[config.mk]
export PLATFORM = sky130hd
export DESIGN_NAME = ex_hazard_controller
export DESIGN_NICKNAME = d
export VERILOG_FILES = /design/src/rtl/hazard_pkg.sv /design/src/rtl/ex_hazard_controller_fwd_match.sv /design/src/rtl/ex_hazard_controller.sv
export SDC_FILE = /design/constraint.sdc
export NUM_CORES = 1
export LEC_CHECK = 0
export CAP_MARGIN = 5
export CORE_MARGIN = 5
export CORE_UTILIZATION = 43
export CTS_BUF_LIST = sky130_fd_sc_hd__clkbuf_4
export CTS_CLUSTER_SIZE = 24
export DETAILED_ROUTE_END_ITERATION = 8
export PLACE_DENSITY = 0.82
export SYNTH_ARGS = -nofsm -noshare
export SYNTH_HDL_FRONTEND = slang
export SYNTH_HIERARCHICAL = 1
export SYNTH_SLANG_ARGS = --single-unit
[constraint.sdc]
create_clock -name clk -period 2.6 [get_ports clk]
set_clock_uncertainty 0.2 [all_clocks]
set_input_delay 0.65 -clock clk [delete_from_list [all_inputs] [get_ports clk]]
set_output_delay 0.65 -clock clk [all_outputs]
set_load 0.01 [all_outputs]
[src/rtl/hazard_pkg.sv]
// Shared types for the execute-stage hazard controller.
package hazard_pkg;

  // Forward-select encoding driven onto the EX ALU operand muxes.
  typedef enum logic [1:0] {
    FWD_NONE  = 2'b00,
    FWD_EXMEM = 2'b01,
    FWD_MEMWB = 2'b10
  } fwd_sel_t;

  // Tag destination field is sized for the widest register index the
  // controller supports; narrower indices are zero-extended into it.
  localparam int unsigned TAG_DST_W = 8;

  typedef struct packed {
    logic                 valid;
    logic [TAG_DST_W-1:0] dst;
    logic                 reg_write;
    logic                 mem_read;
  } stage_tag_t;

  typedef struct packed {
    logic                 valid;
    logic [TAG_DST_W-1:0] dst;
    logic                 reg_write;
  } wb_tag_t;

endpackage

[src/rtl/ex_hazard_controller_fwd_match.sv]
// fwd_match: does a used source operand name the destination of a live
// register-writing producer held in a stage tag.
module fwd_match
  import hazard_pkg::*;
#(
  parameter int unsigned REG_ADDR_W = 3
) (
  input  logic [REG_ADDR_W-1:0] src,
  input  logic                  used,
  input  stage_tag_t            tag,
  output logic                  hit
);

  // Load/ALU distinction is the caller's concern; only the match matters here.
  logic unused_mem_read;
  assign unused_mem_read = tag.mem_read;

  // Producer match: operand is read, producer is real and writes that register.
  always_comb begin
    hit = used && tag.valid && tag.reg_write && (tag.dst == TAG_DST_W'(src));
  end

endmodule

[src/rtl/ex_hazard_controller.sv]
// ex_hazard_controller: execute-stage pipeline sequencer. Tracks in-flight
// destination tags (EX, MEM, WB), registers operand-forwarding selects with
// the instruction entering EX, stalls decode one cycle on load-use and
// squashes the decode->EX instruction on branch flush.
// Optional feature macro: HAZARD_PERF_EN adds saturating stall/flush counters.
module ex_hazard_controller
  import hazard_pkg::*;
#(
  parameter int unsigned REG_ADDR_W = 3,
  parameter int unsigned CNT_W      = 16
) (
  input  logic                  clk,
  input  logic                  rst,
  input  logic                  id_valid,
  input  logic [REG_ADDR_W-1:0] id_src1,
  input  logic                  id_src1_used,
  input  logic [REG_ADDR_W-1:0] id_src2,
  input  logic                  id_src2_used,
  input  logic [REG_ADDR_W-1:0] id_dst,
  input  logic                  id_reg_write,
  input  logic                  id_mem_read,
  input  logic                  flush,
  output logic [1:0]            fwd1_sel,
  output logic [1:0]            fwd2_sel,
  output logic                  stall,
  output logic                  ex_valid
`ifdef HAZARD_PERF_EN
  ,
  output logic [CNT_W-1:0]      stall_count,
  output logic [CNT_W-1:0]      flush_count
`endif
);

  stage_tag_t ex_q;
  stage_tag_t mem_q;
  wb_tag_t    wb_q;
  fwd_sel_t   fwd1_q;
  fwd_sel_t   fwd2_q;

  logic       hit1_ex;
  logic       hit2_ex;
  logic       hit1_mem;
  logic       hit2_mem;

  fwd_sel_t   fwd1_d;
  fwd_sel_t   fwd2_d;
  logic       load_use;
  logic       issue;
  stage_tag_t id_tag;

  // Producers three or more ahead are covered by regfile write-before-read,
  // so the WB tag is retained for visibility only and feeds no decision.
  logic unused_wb;
  assign unused_wb = ^wb_q;

  fwd_match #(.REG_ADDR_W(REG_ADDR_W)) u_m1_ex (
    .src (id_src1), .used(id_src1_used), .tag(ex_q),  .hit(hit1_ex)
  );
  fwd_match #(.REG_ADDR_W(REG_ADDR_W)) u_m2_ex (
    .src (id_src2), .used(id_src2_used), .tag(ex_q),  .hit(hit2_ex)
  );
  fwd_match #(.REG_ADDR_W(REG_ADDR_W)) u_m1_mem (
    .src (id_src1), .used(id_src1_used), .tag(mem_q), .hit(hit1_mem)
  );
  fwd_match #(.REG_ADDR_W(REG_ADDR_W)) u_m2_mem (
    .src (id_src2), .used(id_src2_used), .tag(mem_q), .hit(hit2_mem)
  );

  // Select priority, load-use detection and the tag the decode instruction carries.
  always_comb begin
    fwd1_d = FWD_NONE;
    fwd2_d = FWD_NONE;
    if (hit1_ex)       fwd1_d = FWD_EXMEM;
    else if (hit1_mem) fwd1_d = FWD_MEMWB;
    if (hit2_ex)       fwd2_d = FWD_EXMEM;
    else if (hit2_mem) fwd2_d = FWD_MEMWB;

    load_use = id_valid && ex_q.mem_read && (hit1_ex || hit2_ex);
    stall    = load_use && !flush;
    issue    = id_valid && !flush && !load_use;

    id_tag           = '0;
    id_tag.valid     = 1'b1;
    id_tag.dst       = TAG_DST_W'(id_dst);
    id_tag.reg_write = id_reg_write;
    id_tag.mem_read  = id_mem_read;
  end

  // Tag pipeline advances every cycle; EX takes the decode instruction or a bubble.
  always_ff @(posedge clk) begin
    if (rst) begin
      ex_q   <= '0;
      mem_q  <= '0;
      wb_q   <= '0;
      fwd1_q <= FWD_NONE;
      fwd2_q <= FWD_NONE;
    end else begin
      mem_q          <= ex_q;
      wb_q.valid     <= mem_q.valid;
      wb_q.dst       <= mem_q.dst;
      wb_q.reg_write <= mem_q.reg_write;
      if (issue) begin
        ex_q   <= id_tag;
        fwd1_q <= fwd1_d;
        fwd2_q <= fwd2_d;
      end else begin
        ex_q   <= '0;
        fwd1_q <= FWD_NONE;
        fwd2_q <= FWD_NONE;
      end
    end
  end

  assign fwd1_sel = fwd1_q;
  assign fwd2_sel = fwd2_q;
  assign ex_valid = ex_q.valid;

`ifdef HAZARD_PERF_EN
  // Saturating event counters, cleared only by reset.
  always_ff @(posedge clk) begin
    if (rst) begin
      stall_count <= '0;
      flush_count <= '0;
    end else begin
      if (stall && (stall_count != '1))
        stall_count <= stall_count + 1'b1;
      if (flush && id_valid && (flush_count != '1))
        flush_count <= flush_count + 1'b1;
    end
  end
`else
  localparam int unsigned unused_cnt_w = CNT_W;
`endif

endmodule

==> After elaboration in Yosys (flattened, before gate mapping) <==
Index checks and enable logic that the tools add are counted.
{ "word_totals": {"ff_bits": 25, "latchBits": 0, "ramBits": 0, "romBits": 0, "inputBits": 17, "out_inout_bits": 6, "wordCells": 45, "mem_count": 0} }
{ "classes": {"n_addsub": 0, "mul": 0, "n_div": 0, "order_cmp": 0, "eq_ne": 4, "n_shift": 0, "muxes": 5, "n_bitwise": 1, "n_reduce_logical": 23} }
{ "op_table": {"columns": ["op", "count"], "rows": [
  ["8-bit by 3-bit equality test with 1-bit output", 4],
  ["1-bit logical AND", 17],
  ["11-bit 2-to-1 mux", 1],
  ["3-bit OR reduction", 2],
  ["2-bit 2-to-1 mux", 2],
  ["1-bit zero test", 2],
  ["1-bit 2-to-1 mux", 2],
  ["2-bit OR reduction", 1],
  ["1-bit logical OR", 1],
  ["1-bit NOT", 1]
]} }

==> Logic depth before layout (Yosys ltp) <==
{ "depth": {"word_depth": 9, "depth_mapped": 5, "depth_no_buf": 5} }

==> Hierarchy <==
The synthesis kept the hierarchy.
{ "modules_own_cells": {"columns": ["module", "n_inst", "cells_per_inst", "area_each_um2", "seq_area_each_um2"], "rows": [
  ["ex_hazard_controller", 1, 39, 524.3, 320.3],
  ["fwd_match", 4, 7, 63.8, 0.0]
]} }

==> Worst setup path before layout <==
OpenSTA, ideal clock, no wires.
{ "synth_timing": {"path_type": "input port to output port", "start": "input id_src2[0]", "end": "output stall", "arrival_time_ns": 1.879, "required_time_ns": 1.750, "path_slack_ns": -0.129, "cell_stages": 4, "path_buffers": 0, "path_cell_list": "xor2_1 -> nor4_2 -> o21a_1 -> and3b_1"} }
{ "synth_via": {"elab_chain_cells": 5} }
{ "synth_lines": {"columns": ["element", "line", "rtl"], "rows": [
  ["start, declared", "ex_hazard_controller.sv:17", "input logic [REG_ADDR_W-1:0] id_src2,"],
  ["8-bit by 3-bit equality test with 1-bit output", "ex_hazard_controller_fwd_match.sv:20", "hit = used && tag.valid && tag.reg_write && (tag.dst == TAG_DST_W'(src));"],
  ["1-bit logical AND", "ex_hazard_controller_fwd_match.sv:20", null],
  ["via hit2_ex", "ex_hazard_controller.sv:41", "logic hit2_ex;"],
  ["1-bit logical OR", "ex_hazard_controller.sv:78", "load_use = id_valid && ex_q.mem_read && (hit1_ex || hit2_ex);"],
  ["1-bit logical AND", "ex_hazard_controller.sv:78", null],
  ["1-bit logical AND", "ex_hazard_controller.sv:79", "stall = load_use && !flush;"],
  ["end, declared", "ex_hazard_controller.sv:25", "output logic stall,"]
]} }
The timed path passes the listed nets, and every way through them passes these cells.

==> Worst setup path in the final report <==
{ "layout_timing": {"start": "input id_src1[0]", "end": "output stall"} }
{ "layout_via": {"elab_chain_cells": 5} }
{ "layout_lines": {"columns": ["element", "line", "rtl"], "rows": [
  ["start, declared", "ex_hazard_controller.sv:15", "input logic [REG_ADDR_W-1:0] id_src1,"],
  ["8-bit by 3-bit equality test with 1-bit output", "ex_hazard_controller_fwd_match.sv:20", null],
  ["1-bit logical AND", "ex_hazard_controller_fwd_match.sv:20", null],
  ["via hit1_ex", "ex_hazard_controller.sv:40", "logic hit1_ex;"],
  ["1-bit logical OR", "ex_hazard_controller.sv:78", null],
  ["1-bit logical AND", "ex_hazard_controller.sv:78", null],
  ["1-bit logical AND", "ex_hazard_controller.sv:79", null]
]} }
The timed path passes the listed nets, and every way through them passes these cells.

==> flow_metrics.py <==
metrics = {
    "outcome": {
        "status": "finished, final reports clean",
    },
    "die": {
        "core_area_um2": 1689,
        "fp.dieH_um": 51.82,
        "die_area_um2": 2685,
        "start_util_pct": 44.52,
        "die_w_um": 51.82,
        "std_cell_rows": 15,
        "pin_count": 23,
    },
    "routing": {
        "wire_per_inst_um": 13.01,
        "drt_wl_total_um": 1795,
        "dr.first_iter.drc_count": 6,
        "drc": 0,
        "vias_per_cell": 4.522,
        "drtAntennaViolNets": 0,
        "drtPass1Iterations": 3,
        "num_vias": 624,
    },
    "final_layout": {
        "utilization_pct": 70.81,
        "layout-drive-gt1-share_pct": 34.71,
        "regArea_um2": 301.5,
        "fin_cells": 138,
        "layout.nets": 139,
        "syn_to_final_growth_pct": 59.07,
        "fill_cells": 133,
        "multi_input_area_um2": 566.8,
        "antennaDiodeCount": 0,
    },
    "placed_design": {
        "placed_cells": 130,
        "dpl.hpwl_um": 1307,
        "port_buffers": 22,
        "place_congestion": 0.7516,
        "post-place-ws_ns": -0.7205,
    },
    "clocking": {
        "htree_levels": 1,
        "cts_made_buffers": 3,
        "clkLatencyLatePin_ns": 0.29,
        "cts-root-buf": "clkbuf_4",
        "cts_tree": "yes",
        "numClockSinks": 15,
        "cts_max_path_buffers": 2,
        "clk_pin_slew_ns": 0.09,
        "ctsHoldBuffers": 0,
    },
    "pwr": {
        "p_int_mw": 0.3266,
        "powerDensity_nw_per_um2": 368.6,
        "seq_power_share_pct": 54.2,
        "p_clk_share_pct": 30.7,
        "p_sw_mw": 0.1143,
        "pwr-share-comb_pct": 15.1,
        "peakVddDrop_v": 0.0002595,
        "power_mw": 0.4409,
        "leakagePower_nw": 0.5119,
        "p_sw_share_pct": 25.92,
    },
    "setup_path": {
        "crit_path_start_kind": "input port",
        "worstPathMaxFanout": 2,
        "worstSetupEndpointType": "primary output",
        "cp-startpoint": "id_src1[0]",
        "worstSetupPathType": "input port to primary output",
        "r2r-start": "ex_q[4]$_SDFF_PP0_",
        "worstPathRequired_ns": 1.75,
        "cp.arrival_ns": 1.67,
    },
    "grt": {
        "overflow": 0,
        "grt_util_met1_pct": 16.87,
        "met2_usage_pct": 24.69,
        "antenna_found_initial": 0,
        "top_usage_layer": "met2",
        "grt_start_max_net_pins": 11,
        "grt_usage_pct": 14.93,
        "grt_pass1_vias": 659,
        "grt_pass1_wl_um": 2891,
        "use_met3_pct": 3.438,
    },
    "timing": {
        "period_share_pct": 96.86,
        "finalWorstSetupSlack_ns": 0.08154,
        "final_hold_viol_count": 0,
        "rsz0062_at_grt": "false",
        "fin_crit_ns": 2.518,
        "max_freq_mhz": 397.1,
        "slew_viol_final": 0,
        "setup_viol": 0,
    },
    "hold_path": {
        "min_path_type": "flip-flop to flip-flop",
        "hold_start": "ex_valid$_SDFF_PP0_",
    },
    "synthesis": {
        "synth_warnings": 6,
        "syn_area_um2": 752.0,
        "synthesis.instances": 65,
        "synth.avg_cell_area_um2": 11.57,
    },
    "job": {
        "maxCapViolations": 0,
    },
}
[sequential cells by signal (all words and copies together) (netlist names)]
signal	flops
mem_q	5
fwd2_sel	2
ex_q	5
fwd1_sel	2
ex_valid	1
[routing by layer]
| metal | vias to the layer above | wire (um) |
|---|---|---|
| met1 | 283 | 717 |
| li1 | 316 | - |
| met5 | - | 0 |
| met4 | 0 | 33 |
| met2 | 21 | 935 |
| met3 | 4 | 108 |
[final timing paths]
check | end | slack [ns] | cells past startpoint
max | stall | 0.08 | 6
min | mem_q[10]$_SDFF_PP0_ | 0.29 | 1
max reg2reg | fwd1_sel[1]$_SDFF_PP0_ | 0.88 | 6
min reg2reg | mem_q[10]$_SDFF_PP0_ | 0.29 | 1
[layout by cell type, fill, tap and decap left out, drive strengths merged]
cell and n:
conb 20, buf 20, dfxtp 15, clkdlybuf4s50 13, xor2 12, nor4 8
nor3b 7, and2b 5, nor2b 4, nand4 4, clkbuf 4, inv 2
a2111oi 2, o21a 1, and3b 1, or3b 1, nor2 1, clkinv 1
[power groups by stage]
stage	registers (mW)	clock network [mW]	logic (mW)
floorplan	0.243	0	0.0294
global placement	0.243	0	0.0650
detailed placement	0.243	0	0.0664
CTS	0.239	0.142	0.0662
global route	0.240	0.155	0.0724
finish	0.239	0.135	0.0665
[critical path: stages]
cell and delay [ns]:
buf_6 0.10, xor2_2 0.17, nor4_4 0.31, o21a_1 0.16, and3b_1 0.15, buf_2 0.12
[per-stage QoR]
stage	TNS (ns)	cell area (um2)	hold slack [ns]
finish	0	1196	0.2906
global route	0	1196	0.3247
CTS	0	1196	0.2915
detailed placement	-0.7205	1131	0.2882
global placement	-0.7113	1131	0.2698
floorplan	0	840.8	0.2561
[what timing repair did]
action,CTS,global route
setup endpoints to repair,1,1
buffers inserted,2,2
endpoints found under the hold margin,0,0
pin swaps,8,7
resized for setup,36,8
[area by class of cell]
type | instances | area share (%)
clock inverter | 1 | 0.4184
tap | 17 | 1.778
multi-input combinational | 66 | 47.38
timing repair buffer | 34 | 22.70
clock buffer | 3 | 1.883
inverter | 2 | 0.6276
sequential | 15 | 25.21
Note: power is estimated with default switching activity, not from simulation.
==> RTL edit: new RTL, same settings <==
Add a define of `HAZARD_PERF_EN`.
--- a/src/rtl/ex_hazard_controller.sv
+++ b/src/rtl/ex_hazard_controller.sv
@@ -4,4 +4,6 @@
 // squashes the decode->EX instruction on branch flush.
 // Optional feature macro: HAZARD_PERF_EN adds saturating stall/flush counters.
+`define HAZARD_PERF_EN
+
 module ex_hazard_controller
   import hazard_pkg::*;
Function (old outputs only; new: flush_count and stall_count): kept (Yosys induction, for registers that start in step).
==> RTL edit against the original RTL <==
- the flow now finishes with violations (setup timing)
- power grew to 2.7 times the old value
- critical path depth is 1 higher
- routed wire length grew to 3.4 times the old value
- setup slack worse by 0.12 ns
- sequential share of layout area is 2.7 points higher
- area after synthesis grew to 3.1 times the old value
- first-iteration DRC count grew to 29 times the old value
- design area grew to 2.8 times the old value
- sequential power grew to 3.1 times the old value
- count of clock-buffer cells in the layout is 3 higher
- sequential cell count is 32 higher
- hold slack better by 0.017 ns
- highest routed layer unchanged
==> RTL edit: results (changes against the original RTL) <==
| Metric | Value |
|---|---|
| Worst hold stages | `1 (unchanged)` |
| RD Place Congestion | `0.846 (was 0.752)` |
| Hold path startpoint | `ex_q[1] (was ex_valid)` |
| Placed Cells | `413 (was 130)` |
| Layout Cells excl Fill | `432 (was 138)` |
| CTS clk-pin slew, worst paths | `0.14 ns (was 0.09 ns)` |
| Reg2reg end | `stall_count[2] (was fwd1_sel[1])` |
| Fill cells | `409 (was 133)` |
| Drt wl/cell | `14.3 um (was 13.0 um)` |
| Vias in the first global route | `2233 (was 659)` |
| Initial DRC Count | `174 (was 6)` |
| Failing checks | `setup timing` |
| First drt pass iteration count | `4 (was 3)` |
| I/O Buffers | `54 (was 22)` |
| Run status | `finished with violations (was completed)` |
| Slowest-stage cell, CP | `nor4_4 (unchanged)` |
| Arrival time at the worst endpoint | `1.79 ns (was 1.67 ns)` |
| Worst R2R Setup Slack | `0.04 ns (was 0.88 ns)` |
| Worst Reg-to-Reg Cells | `15 (was 6)` |
| First-pass GRT wire length | `10.2 mm (was 2.89 mm)` |
| Yosys warnings | `6 (unchanged)` |
| Hold endpoint | `mem_q[1] (was mem_q[10])` |
| Num CTS Buffers | `5 (was 3)` |
| Initial antenna violation count | `0 (unchanged)` |
| Top flop regs | `flush_count x16, stall_count x16 (was ex_q x5, mem_q x5)` |
| Register area | `946 sq um (was 302 sq um)` |
| H-tree Lvls | `2 (was 1)` |
| WHS | `0.308 ns (was 0.291 ns)` |
| Slew of the pin with the lowest slew margin | `0.841 ns` |
| HP Class | `flip-flop to flip-flop (unchanged)` |
| Peak supply drop | `0.243 mV (was 0.260 mV)` |
| Antenna fix cells | `0 (unchanged)` |
| Total GRT Usage | `17.2% (was 14.9%)` |
| Max incr delay on CP | `0.33 ns (was 0.31 ns)` |
| Avg Cell Area, Syn | `9.17 sq um (was 11.6 sq um)` |
| Root buf cell | `clkbuf_4 (unchanged)` |
| Slack of the critical path | `-0.0377 ns (was 0.0815 ns)` |
| Vias per cell | `5.39 (was 4.52)` |
| Leakage Power | `1.29 nW (was 0.512 nW)` |
| Hpwl dp | `4.27 mm (was 1.31 mm)` |
| Final Setup Violations | `1 (was 0)` |
| Maximum root-to-sink buffer count | `2 (unchanged)` |
| Area after DPL | `3180 sq um (was 1130 sq um)` |
| Largest net degree at the start of global routing | `17 (was 11)` |
| Fraction of layout cells with a size suffix above 1 | `24.0% (was 34.7%)` |
| R2r startpoint | `ex_q[2] (was ex_q[4])` |
| Clk Latency, worst-skew pair | `0.38 ns (was 0.29 ns)` |
| Final nets | `380 (was 139)` |
| CP Max Fanout | `2 (unchanged)` |
## RTL edit: how the worst max path moves through the flow
stage	start	to	slack, ns	depth (start not counted)
6_report	id_src2[1]	stall	-0.04	7
5_1_grt	id_src2[1]	stall	-0.07	7
3_3_place_gp	id_src2[1]	stall	-0.70	7
3_5_place_dp	id_src2[1]	stall	-0.76	7
4_1_cts	ex_valid	stall	-0.06	7
2_1_floorplan	id_src1[1]	stall_count[8]	-0.04	7
## RTL edit: timing repair
item | CTS | global route
hold buffers | 0 | 0
pin swaps | 6 | 7
setup buffers | 9 | 2
endpoints found under the setup margin | 9 | 11
gates resized for setup | 22 | 28
## RTL edit: final cells by class
type	instances	area share, %
multi-input cells	212	44.4
flip-flops and latches	47	27.9
repair buffers	88	22.7
clock inverters	2	0.369
well taps	70	2.58
inverters	7	0.774
clock buffers	6	1.33
## RTL edit: worst register-to-register path, delay by kind of cell (launching register included)
kind            cells  cell delay (ns)
compound gates      3             0.47
buf+inv             9             1.00
xor+xnor            1             0.22
simple gates        2             0.19
flops               1             0.41
## RTL edit: metrics by stage
step                total power [mW]  TNS (ns)  setup slack [ns]
floorplan                      0.794    -0.113           -0.0376
global placement               0.849     -8.09            -0.704
detailed placement             0.851     -9.76            -0.762
CTS                             1.20   -0.0610           -0.0610
global route                    1.24    -0.167           -0.0730
finish                          1.20   -0.0377           -0.0377
## RTL edit: layer usage
metal	up-vias	GRT usage (%)	wire [um]
met5	-	0	0
met4	0	5.70	70
met3	6	4.44	401
met2	82	28.1	3100
met1	1084	22.2	2620
li1	1155	-	-
## RTL edit: power by group
part | switching, mW | internal, mW
Clock | 0.243 | 0.115
Sequential | 0.00692 | 0.727
Combinational | 0.0549 | 0.0520
